===== config.mk =====
export PLATFORM = sky130hd
export DESIGN_NAME = seg_ring_display
export DESIGN_NICKNAME = d
export VERILOG_FILES = /design/src/rtl/seg_ring_pkg.sv /design/src/rtl/seg_ring_display_tick.sv /design/src/rtl/seg_ring_display.sv
export SDC_FILE = /design/constraint.sdc
export NUM_CORES = 1
export LEC_CHECK = 0
export CORE_MARGIN = 2
export CORE_UTILIZATION = 42
export CTS_CLUSTER_SIZE = 20
export DETAILED_ROUTE_END_ITERATION = 7
export PLACE_DENSITY = 0.67
export SYNTH_ARGS = -nofsm -noshare
export SYNTH_HDL_FRONTEND = slang
export SYNTH_SLANG_ARGS = --single-unit

===== constraint.sdc =====
create_clock -name clk -period 2.8 [get_ports clk]
set_input_delay 0.28 -clock clk [delete_from_list [all_inputs] [get_ports clk]]
set_output_delay 0.28 -clock clk [all_outputs]
set_load 0.02 [all_outputs]

===== src/rtl/seg_ring_pkg.sv =====
// Shared definitions for the multiplexed seven-segment ring display:
// segment bit positions, display modes and the active-low hex glyph decoder.
package seg_ring_pkg;

  localparam int SEG_A  = 0;
  localparam int SEG_B  = 1;
  localparam int SEG_C  = 2;
  localparam int SEG_D  = 3;
  localparam int SEG_E  = 4;
  localparam int SEG_F  = 5;
  localparam int SEG_G  = 6;
  localparam int SEG_DP = 7;

  typedef enum logic {
    MODE_CHASE = 1'b0,
    MODE_COUNT = 1'b1
  } mode_e;

  // Glyphs are {dp,g,f,e,d,c,b,a}, active-low, with dp always dark.
  function automatic logic [7:0] hex_to_seg(input logic [3:0] h);
    logic [7:0] s;
    case (h)
      4'h0:    s = 8'hC0;
      4'h1:    s = 8'hF9;
      4'h2:    s = 8'hA4;
      4'h3:    s = 8'hB0;
      4'h4:    s = 8'h99;
      4'h5:    s = 8'h92;
      4'h6:    s = 8'h82;
      4'h7:    s = 8'hF8;
      4'h8:    s = 8'h80;
      4'h9:    s = 8'h90;
      4'hA:    s = 8'h88;
      4'hB:    s = 8'h83;
      4'hC:    s = 8'hC6;
      4'hD:    s = 8'hA1;
      4'hE:    s = 8'h86;
      default: s = 8'h8E;
    endcase
    return s;
  endfunction

endpackage


===== src/rtl/seg_ring_display_tick.sv =====
// Clock prescaler: counts enabled cycles 0..DIV-1 and pulses combinationally
// in the last one, so a pulse dropped by en never leaves a partial count.
module seg_tick_gen
  import seg_ring_pkg::*;
#(
  parameter int DIV = 2
) (
  input  logic clk,
  input  logic rst,
  input  logic en,
  output logic pulse
);

  localparam int CW = (DIV > 1) ? $clog2(DIV) : 1;
  localparam logic [CW-1:0] LAST = CW'(DIV - 1);

  logic [CW-1:0] cnt;

  assign pulse = en && (cnt == LAST);

  always_ff @(posedge clk or posedge rst) begin
    if (rst) begin
      cnt <= '0;
    end else if (en) begin
      cnt <= pulse ? '0 : cnt + CW'(1);
    end
  end

endmodule


===== src/rtl/seg_ring_display.sv =====
// N-digit multiplexed seven-segment driver: perimeter chase or hex counter,
// with its own step and refresh prescalers and registered active-low outputs.
module seg_ring_display
  import seg_ring_pkg::*;
#(
  parameter int N_DIGITS    = 4,
  parameter int STEP_DIV    = 50_000_000,
  parameter int REFRESH_DIV = 100_000
) (
  input  logic                clk,
  input  logic                rst,
  input  logic                en,
  input  logic                mode,
  input  logic                cw,
  input  logic                up,
  output logic                tic,
  output logic [N_DIGITS-1:0] an,
  output logic [7:0]          sseg
);

  localparam int P  = 2 * N_DIGITS + 4;
  localparam int PW = $clog2(P);
  localparam int DW = $clog2(N_DIGITS);
  localparam int VW = 4 * N_DIGITS;

  logic          refresh;
  logic [DW-1:0] dig;
  logic [PW-1:0] pos;
  logic [VW-1:0] value;
  mode_e         mode_s;
  int            p_i;
  logic [DW-1:0] chase_dig;
  logic [2:0]    chase_seg;
  logic [7:0]    seg_next;

  assign mode_s = mode_e'(mode);

  seg_tick_gen #(.DIV(STEP_DIV)) u_step (
    .clk   (clk),
    .rst   (rst),
    .en    (en),
    .pulse (tic)
  );

  seg_tick_gen #(.DIV(REFRESH_DIV)) u_refresh (
    .clk   (clk),
    .rst   (rst),
    .en    (1'b1),
    .pulse (refresh)
  );

  always_ff @(posedge clk or posedge rst) begin
    if (rst) begin
      dig <= '0;
    end else if (refresh) begin
      dig <= (dig == DW'(N_DIGITS - 1)) ? '0 : dig + DW'(1);
    end
  end

  // Only the state of the mode sampled at the step moves; the other one holds.
  always_ff @(posedge clk or posedge rst) begin
    if (rst) begin
      pos   <= '0;
      value <= '0;
    end else if (tic) begin
      if (mode_s == MODE_CHASE) begin
        if (cw) begin
          pos <= (pos == PW'(P - 1)) ? '0 : pos + PW'(1);
        end else begin
          pos <= (pos == '0) ? PW'(P - 1) : pos - PW'(1);
        end
      end else begin
        value <= up ? value + VW'(1) : value - VW'(1);
      end
    end
  end

  // Clockwise perimeter: top run left to right, right edge, bottom run
  // right to left, then up the left edge.
  always_comb begin
    p_i       = int'(pos);
    chase_dig = '0;
    chase_seg = 3'(SEG_A);
    if (p_i < N_DIGITS) begin
      chase_dig = DW'(N_DIGITS - 1 - p_i);
    end else if (p_i == N_DIGITS) begin
      chase_seg = 3'(SEG_B);
    end else if (p_i == N_DIGITS + 1) begin
      chase_seg = 3'(SEG_C);
    end else if (p_i <= 2 * N_DIGITS + 1) begin
      chase_dig = DW'(p_i - (N_DIGITS + 2));
      chase_seg = 3'(SEG_D);
    end else if (p_i == 2 * N_DIGITS + 2) begin
      chase_dig = DW'(N_DIGITS - 1);
      chase_seg = 3'(SEG_E);
    end else begin
      chase_dig = DW'(N_DIGITS - 1);
      chase_seg = 3'(SEG_F);
    end
  end

  always_comb begin
    seg_next = 8'hFF;
    if (mode_s == MODE_CHASE) begin
      if (chase_dig == dig) begin
        seg_next = ~(8'h01 << chase_seg);
      end
    end else begin
      seg_next = hex_to_seg(value[{dig, 2'b00} +: 4]);
    end
  end

  always_ff @(posedge clk or posedge rst) begin
    if (rst) begin
      an   <= '1;
      sseg <= 8'hFF;
    end else begin
      an   <= ~(N_DIGITS'(1) << dig);
      sseg <= seg_next;
    end
  end

endmodule


# Word level (Yosys, flattened, before mapping)
# Memories as Yosys holds them, arrays and structs flattened.
# Cells that the tools add are included.
# op_classes
n_addsub	9
mul	0
div	0
order_cmp	2
eq_ne	8
n_shift	3
mux	18
bitwise_logic	3
n_reduce_logical	4
# ops
operator	n
$add A26 B1 Y26 const B	1
$eq A26 B26 Y1 const B	1
$mux W26	1
$add A17 B1 Y17 const B	1
$eq A17 B17 Y1 const B	1
$mux W17	1
$add A16 B1 Y16 const B	1
$eq A4 B4 Y1 const B	4
$mux W16	1
$mux W8	2
$shiftx A16 B5 Y4	1
$sub A16 B1 Y16 const B	1
$mux W3	4
$mux W4	3
$mux W2	5
$not A8 Y8	1
$shl A1 B3 Y8 const A	1
$add A4 B1 Y4 const B	1
$le A4 B4 Y1 const B	1
$logic_not A4 Y1	1
$lt A4 B3 Y1 const B	1
$not A4 Y4	1
$reduce_and A2 Y1	2
$shl A1 B2 Y4 const A	1
9 further kinds	9
# word_totals
register_bits	77
latch_bits	0
ram_bits	0
romBits	112
inputBits	6
out_inout_bits	13
elab_cells	55
n_memories	1
# mem_list
name	depth	width	rd	rd_ports_with_merged_regs	wr	line_no	source
(name not given)	16	7	1	0	0	seg_ring_pkg.sv:22	case (h)

# Longest topological paths before layout
# Gate-level depths: netlist of the first run.
# logic_depth
word_depth	10
ltp_mapped	10
ltp_nobuf	9

# Modules after synthesis
# Synthesis of the first run repeated with hierarchy kept, for this count alone.
# unflattened
hier_cells	503
hier_area_um2	4798.4
# by_module_without_submodules
module	instances	cells_per_inst	area_each_um2	seq_area_each_um2
seg_ring_display	1	293	2583.7	865.8
seg_tick_gen at u_step	1	131	1378.8	650.6
seg_tick_gen at u_refresh	1	79	835.8	425.4

# Worst setup path after synthesis of the first run
# No wires, ideal clock.
# synth_path
path_type	input-to-reg
from	in up
to	reg value[14]
setup_time_ns	0.124
arrival_ns	2.233
required_time_ns	2.676
slack_ns	0.443
cell_stages	9
path_cell_list	inv_1 -> ha_1 -> a21o_1 -> a21oi_1 -> o31ai_1 -> a41o_1 -> a221o_1 -> xnor2_1 -> o21ai_1
# synth_via
elab_chain_cells	1
# synth_lines
element	line_no	source
start, declared	seg_ring_display.sv:15	input logic up,
$mux W16	seg_ring_display.sv:73	value <= up ? value + VW'(1) : value - VW'(1);
end signal, assigned	seg_ring_display.sv:73	
end, declared	seg_ring_display.sv:29	logic [VW-1:0] value;
# Every way passes these cells.
# A chain may end at the register's enable or synchronous reset.

# Worst setup path in the final report of the first run
# layout_path
from	reg u_step.cnt[18]
to	out tic
# layout_via
elab_chain_cells	2
# layout_lines
element	line_no	source
start, declared	seg_ring_display_tick.sv:17	logic [CW-1:0] cnt;
start signal, assigned	seg_ring_display_tick.sv:25	cnt <= pulse ? '0 : cnt + CW'(1);
$eq A26 B26 Y1	seg_ring_display_tick.sv:19	assign pulse = en && (cnt == LAST);
$logic_and A1 B1 Y1	seg_ring_display_tick.sv:19	
end, declared	seg_ring_display.sv:16	output logic tic,
# Every way passes these cells.

==> metrics.md, run 1 <==
| Metric | Value |
|---|---|
| Power density cells | 443.0 nW/µm² |
| Leakage dissipation | between 2 and 2.5 nW |
| GRT overflow | 0 |
| Max transition margin | 61.03% |
| Period utilisation layout | 91.64% |
| Critical-path maximum fanout | 6 |
| Minimum hold slack | around 0.31 ns |
| Most used cells in the layout excluding fill and tap cells | 65 x dfrtp_1, 48 x nand2_1, 48 x nor2_1 |
| Flop pwr share | 51.7% |
| Final critical delay including setup and external delays | 2.566 ns |
| Status | completed |
| Starting density of the core | 42.68% |
| Final setup viols | 0 |
| Clock transition at the registers of the reported paths | 0.09 ns |
| NetSw | 561.0 µW |
| Leading register cell type out of synthesis | dfrtp_1 |
| Post-route clock skew | 0.009384 ns |
| Comb power frac | 7.7% |
| Internal | 1.740 mW |
| Final routed wirelength across all metal layers | 8.758 mm |
| Largest incremental delay on the critical path | 0.54 ns |
| Final count of pins violating max slew | 0 |
| Sinks on Clock Net | 77 |
| Fin area | 5195 µm² |
| Max Root-Sink Buffers | 2 |
| Number of I/O pins | 19 |
| Initial antenna violation count | 0 |
| Weighted congestion at the end of routability-driven global placement | 0.8938 |
| CTS Buf Count | 9 |
| Area of the mapped netlist | 4607 µm² |
| Number of maximum-capacitance violations | 0 |
| Utilization after layout | 48.13% |
| Clock Root Buffer | clkbuf_8 |
| Nets in the synthesized netlist | 510 |
| Post-layout net count | between 500 and 600 |
| Pin count of the biggest net entering global routing | 78 |
| Proportion of layout cells with a drive suffix above 1 | 12.60% |
| Most common cell after layout, fill and taps aside | dfrtp_1 |
| Hold Vio Cnt, Final | 0 |
| Via total after detailed routing | roughly 3400 |
| Number of global-route vias before repair | 3355 |
| Count of yosys warnings during synthesis | 0 |
| Die H | between 100 and 150 µm |
| Final antenna-violating net count | 0 |
| Post-detailed-placement cell area | 4976 µm² |
| Class of the most critical setup path | flip-flop to primary output |
| Cell type of the slowest stage on the worst timing path | or4b_1 |
| Distinct cell type count of the synthesized netlist | 62 |
| Aggregate global-route resource usage | 16.44% |
| Dpl hpwl | 6.348 mm |
| Core Rows | 38 |
| Area of the die | 11820 µm² |
| Share of the yosys chip area belonging to registers | 42.15% |
| Critical Path Sink Type | primary output |
| Data required, critical path | 2.52 ns |
| Clock network power share | 40.6% |
| Clock tree from TritonCTS | yes |
| DIE WIDTH | 108.7 µm |
| F_max | 389.7 MHz |
| Fraction of registers with async set/reset | between 90% and 100% |
| Per-cell routed wire length | 13.52 µm |
| Via/cell ratio | 5.205 |
| Maximum VDD drop | 0.2143 mV |
| Number of fillers in the final layout | 991 |
| Kind of launch point of the worst setup path | flip-flop |
| Total of flip-flops plus latches after synthesis | 77 |
| RSZ-0062 raised after global routing | false |
| Starting DRC count in detailed routing | 181 |
| Mean Syn Cell Area | around 10 µm² |
| Insertion delay of the later-clocked pin in the worst-skew pair | 0.36 ns |
| Area of the core | 10790 µm² |
| Layout-stage area growth over the synthesis result | 12.76% |
| Switching part of the total power | roughly a quarter |
| Detailed Routing Iterations Pass 1 | 4 |
| Global-route wire length before repair | 15.44 mm |
| Count of antenna diodes in the layout | 0 |
| Residual DRC | 0 |
| Arrival time of data at the critical path endpoint | 2.29 ns |
| Worst min-delay path class | input pin to asynchronous set/reset pin |
| Setup TNS | 0 ns |
| Cell Chain, Critical Path | or4b_1 -> nor3b_2 -> nand3_1 -> nor3_2 -> dlygate4sd2_1 |
| Number of enable-type register cells in the synthesized netlist | 0 |
| Post-synthesis cell count | roughly 470 |
| Count of input and output buffers | 18 |
| Worst Tran Pin Value | 0.5792 ns |
| CTS H-tree lvls | 3 |
-- layer usage --
| layer | track usage, % | routed length (µm) |
|---|---|---|
| met3 | 2.510 | 216 |
| met1 | 21.59 | 4141 |
| met4 | 7.418 | 197 |
| met2 | 26.83 | 4202 |
| met5 | 0 | 0 |
-- metrics by stage --
stage,setup WS [ns],power (mW),instances
5_1_grt,0.1545,2.403,648
4_1_cts,0.2270,2.326,648
6_report,0.2342,2.301,648
3_5_place_dp,-0.01700,1.392,632
2_1_floorplan,0.4427,1.330,473
3_3_place_gp,0.02857,1.385,632
-- power by group through the flow --
stage                     sequential (mW)  clock [mW]  combinational [mW]
final                                1.19       0.933               0.178
after global routing                 1.20        1.00               0.204
after CTS                            1.19       0.954               0.181
after detailed placement             1.21           0               0.179
after global placement               1.21           0               0.174
after floorplan                      1.21           0               0.117
-- final cells by class --
cell class                 count  area (µm²)  area share (%)
clock inverter                 5       83.83           1.614
multi-input combinational    361        2469           47.52
sequential                    77        1942           37.38
inverter                      18       67.56           1.301
timing repair buffer          36       326.6           6.286
clock buffer                  11       131.4           2.529
tap                          140       175.2           3.372
-- Yosys cell counts (12+ instances only) --
cell type / n / area [µm²]
o21ai_0: 25 / 125.1
xnor2_1: 28 / 245.2
a21oi_1: 21 / 105.1
dfstp_2: 12 / 315.3
nand2_1: 48 / 180.2
xor2_1: 29 / 254.0
inv_1: 18 / 67.56
dfrtp_1: 65 / 1627
nor2_1: 48 / 180.2
nand4_1: 12 / 75.07
ha_1: 30 / 375.4
nand3_1: 25 / 125.1
-- timing repair --
| item | CTS | global route |
|---|---|---|
| hold buffers | 0 | 0 |
| resized for setup | 2 | 0 |
| endpoints found under the setup margin | 1 | 0 |
| setup buffers | 0 | 0 |
-- state kept, by name (all words and copies together), names as in the netlist --
| name | cells |
|---|---|
| u_refresh.cnt | 17 |
| dig | 2 |
| pos | 4 |
| u_step.cnt | 26 |
| sseg | 8 |
| value | 16 |
| an | 4 |
-- critical path, delay by kind of cell, from the launching register on --
kind	cells	cell delay (ns)
AND/OR/NAND/NOR	4	1.10
flip-flops	1	0.46
buffers and inverters	1	0.37
-- worst paths after layout --
check                                     from              to  slack [ns]  cells after the start
worst max-delay path            u_step.cnt[18]             tic        0.23                      5
worst min-delay path                       rst  u_step.cnt[21]        0.31                      3
worst max register to register          pos[0]         sseg[2]        0.39                      9
worst min register to register   u_step.cnt[4]   u_step.cnt[4]        0.49                      1
max in group asynchronous                  rst           an[1]        2.13                      3
min in group clk                 u_step.cnt[4]   u_step.cnt[4]        0.49                      1
-- cells by family (layout without fill, tap and decap cells) --
| group | after synthesis | count (layout) | share of synthesized area (%) |
|---|---|---|---|
| DFF | 77 | 77 | 42.15 |
| muxes | 11 | 11 | 3.585 |
| other | 1 | 1 | 0.08140 |
| xor gates and xnor gates | 57 | 57 | 10.84 |
| and+or+nand+nor | 178 | 178 | 19.47 |
| AOI/OAI and AO/OA | 83 | 83 | 10.92 |
| adders and majority gates | 31 | 31 | 8.582 |
| buffers and inverters | 35 | 70 | 4.372 |
No activity file was read; power rests on OpenSTA's default activity.
==> run 2: changes to the inputs <==
- PLACE_DENSITY: 0.67 -> unset
==> run 2 against run 1 <==
Global-route usage shrank 0.15 points. Wire length is 2.1% higher. Final area down 0.41%. Critical path depth did not move. Utilization down 0.20 points. First-iteration DRC count is 1.1% lower. Clock power is 4.7% lower. Cell count did not move. Flip-flop and latch count unchanged. Power fell by 1.8%. Sequential share of layout area is 0.15 points higher. Largest cell class unchanged.
==> metrics.md, run 2 (synthesis gave the netlist of run 1 again) <==
| Metric | Value |
|---|---|
| Data required, critical path | 2.52 ns |
| Global Route met1 Usage | 20.61% |
| Leakage dissipation | 2.300 nW |
| Aggregate global-route resource usage | 16.28% |
| Per-cell routed wire length | around 14 µm |
| Count of antenna diodes in the layout | 0 |
| Dpl hpwl | 6.568 mm |
| Comb power frac | under 10% |
| Detailed Routing Iterations Pass 1 | 6 |
| CTS Buf Count | 9 |
| Final setup viols | 0 |
| Power density cells | 437.0 nW/µm² |
| Arrival time of data at the critical path endpoint | 2.23 ns |
| Weighted congestion at the end of routability-driven global placement | 0.8594 |
| Global routing's busiest layer | met2 |
| Count of input and output buffers | 18 |
| Most common cell after layout, fill and taps aside | dfrtp_1 |
| Hold Vio Cnt, Final | 0 |
| Worst min-delay path class | input pin to asynchronous set/reset pin |
| Area of the die | 11820 µm² |
| Status | completed |
| Clock Root Buffer | clkbuf_8 |
| Global-route wire length before repair | 15.21 mm |
| Max Root-Sink Buffers | 2 |
| Number of maximum-capacitance violations | 0 |
| Flop pwr share | 52.8% |
| CTS H-tree lvls | 3 |
| Maximum VDD drop | 0.2519 mV |
| Starting density of the core | 42.68% |
| Cell type of the slowest stage on the worst timing path | or4b_1 |
| Post-layout net count | 540 |
| Class of the most critical setup path | flip-flop to primary output |
| Post-route clock skew | approximately 0.013 ns |
| Core Rows | 38 |
| Registers with the highest flip-flop counts | u_step.cnt x26, u_refresh.cnt x17, value x16 |
| Via total after detailed routing | roughly 3400 |
| Period utilisation layout | between 80% and 90% |
| Critical Path Sink Type | primary output |
| Starting DRC count in detailed routing | 179 |
| Number of I/O pins | 19 |
| Worst Tran Pin Value | about 0.6 ns |
| Via/cell ratio | 5.295 |
| Residual DRC | 0 |
| Insertion delay of the later-clocked pin in the worst-skew pair | 0.37 ns |
| Kind of launch point of the worst setup path | flip-flop |
| Final routed wirelength across all metal layers | 8.942 mm |
| Final antenna-violating net count | 0 |
| Internal | ~1.7 mW |
| Register with the highest flop count | u_step.cnt |
| Switching part of the total power | between 20% and 30% |
| NetSw | 602.1 µW |
| F_max | 398.0 MHz |
| Initial antenna violation count | 0 |
| Sinks on Clock Net | 77 |
| Proportion of layout cells with a drive suffix above 1 | 12.99% |
| Max transition margin | 59.90% |
| Clock tree from TritonCTS | yes |
| Kind of cell adding the most delay to the critical path | simple AND/OR/NAND/NOR gates |
| Clock network power share | 39.3% |
| Most used cells in the layout excluding fill and tap cells | 65 x dfrtp_1, 48 x nand2_1, 48 x nor2_1 |
| Die H | between 100 and 150 µm |
| Utilization after layout | 47.94% |
| Clock transition at the registers of the reported paths | about 0.09 ns |
| CP Buf/Inv Count | 1 |
| Met3 layer usage reported by global route | 3.347% |
| Final count of pins violating max slew | 0 |
| DIE WIDTH | 108.7 µm |
| GRT overflow | 0 |
| Number of flip-flops in the largest register | 26 |
| Pin count of the biggest net entering global routing | 34 |
| Setup TNS | 0 ns |
| Number of buffers inserted for hold repair after clock tree synthesis | 0 |
| Critical-path maximum fanout | 6 |
| RSZ-0062 raised after global routing | false |
| Cell Chain, Critical Path | or4b_1 -> nor3b_2 -> nand3_1 -> nor3_2 -> dlygate4sd2_1 |
| Area of the core | 10790 µm² |
| Final critical delay including setup and external delays | 2.513 ns |
| Largest incremental delay on the critical path | 0.54 ns |
| Layout-stage area growth over the synthesis result | 12.30% |
| Number of global-route vias before repair | 3290 |
| Global-route met2 utilization | 26.61% |
==> run 2: cell count changes in the layout (fill, tap and decap cells not counted), sizes merged <==
| cell | previous run | this run |
|---|---|---|
| clkinv | 0 | 1 |
| inv | 19 | 21 |
| bufinv | 2 | 1 |
| clkbuf | 11 | 9 |
==> run 2: final cells by class <==
cell class | instances | area (µm²)
fillers | 993 | 5619
multi-input cells | 361 | 2469
flip-flops and latches | 77 | 1942
repair buffers | 36 | 314.1
well taps | 140 | 175.2
clock buffers | 9 | 123.9
clock inverters | 7 | 82.58
inverters | 18 | 67.56
==> run 2: final timing paths <==
check / startpoint / cells past startpoint / slack [ns] / to
max: u_step.cnt[18] / 5 / 0.29 / tic
min: rst / 2 / 0.31 / u_refresh.cnt[6]
max reg2reg: u_step.cnt[18] / 7 / 0.35 / value[10]
min reg2reg: value[15] / 1 / 0.48 / value[15]
max in group asynchronous: rst / 3 / 1.59 / sseg[3]
min in group clk: value[15] / 1 / 0.48 / value[15]
==> run 2: repair_timing <==
item,in CTS,in global routing
buffers inserted,0,0
setup endpoints to repair,1,0
gates resized for setup,2,0
==> run 2: per-stage QoR <==
step	setup WS [ns]	area, µm²	std cells	power (mW)	hold WS (ns)
after floorplan	0.4427	4607	473	1.330	0.4404
after global placement	0.03566	4964	632	1.386	0.4590
after detailed placement	-0.004965	4964	632	1.393	0.4670
after CTS	0.2698	5174	648	2.279	0.3334
after global routing	0.1309	5174	648	2.356	0.3586
final	0.2873	5174	648	2.261	0.3078
==> run 2: power groups by stage <==
stage          Combinational, mW  Clock [mW]  Sequential (mW)
6_report                   0.177       0.889             1.19
5_1_grt                    0.199       0.956             1.20
4_1_cts                    0.181       0.906             1.19
3_5_place_dp               0.179           0             1.21
3_3_place_gp               0.175           0             1.21
2_1_floorplan              0.117           0             1.21
==> run 2: routing by layer <==
layer  part of all wire (%)  vias to the layer above
li1                       -                     1710
met1                     47                     1646
met2                     47                       56
met3                    3.4                       19
met4                    2.5                        0
met5                      0                        -
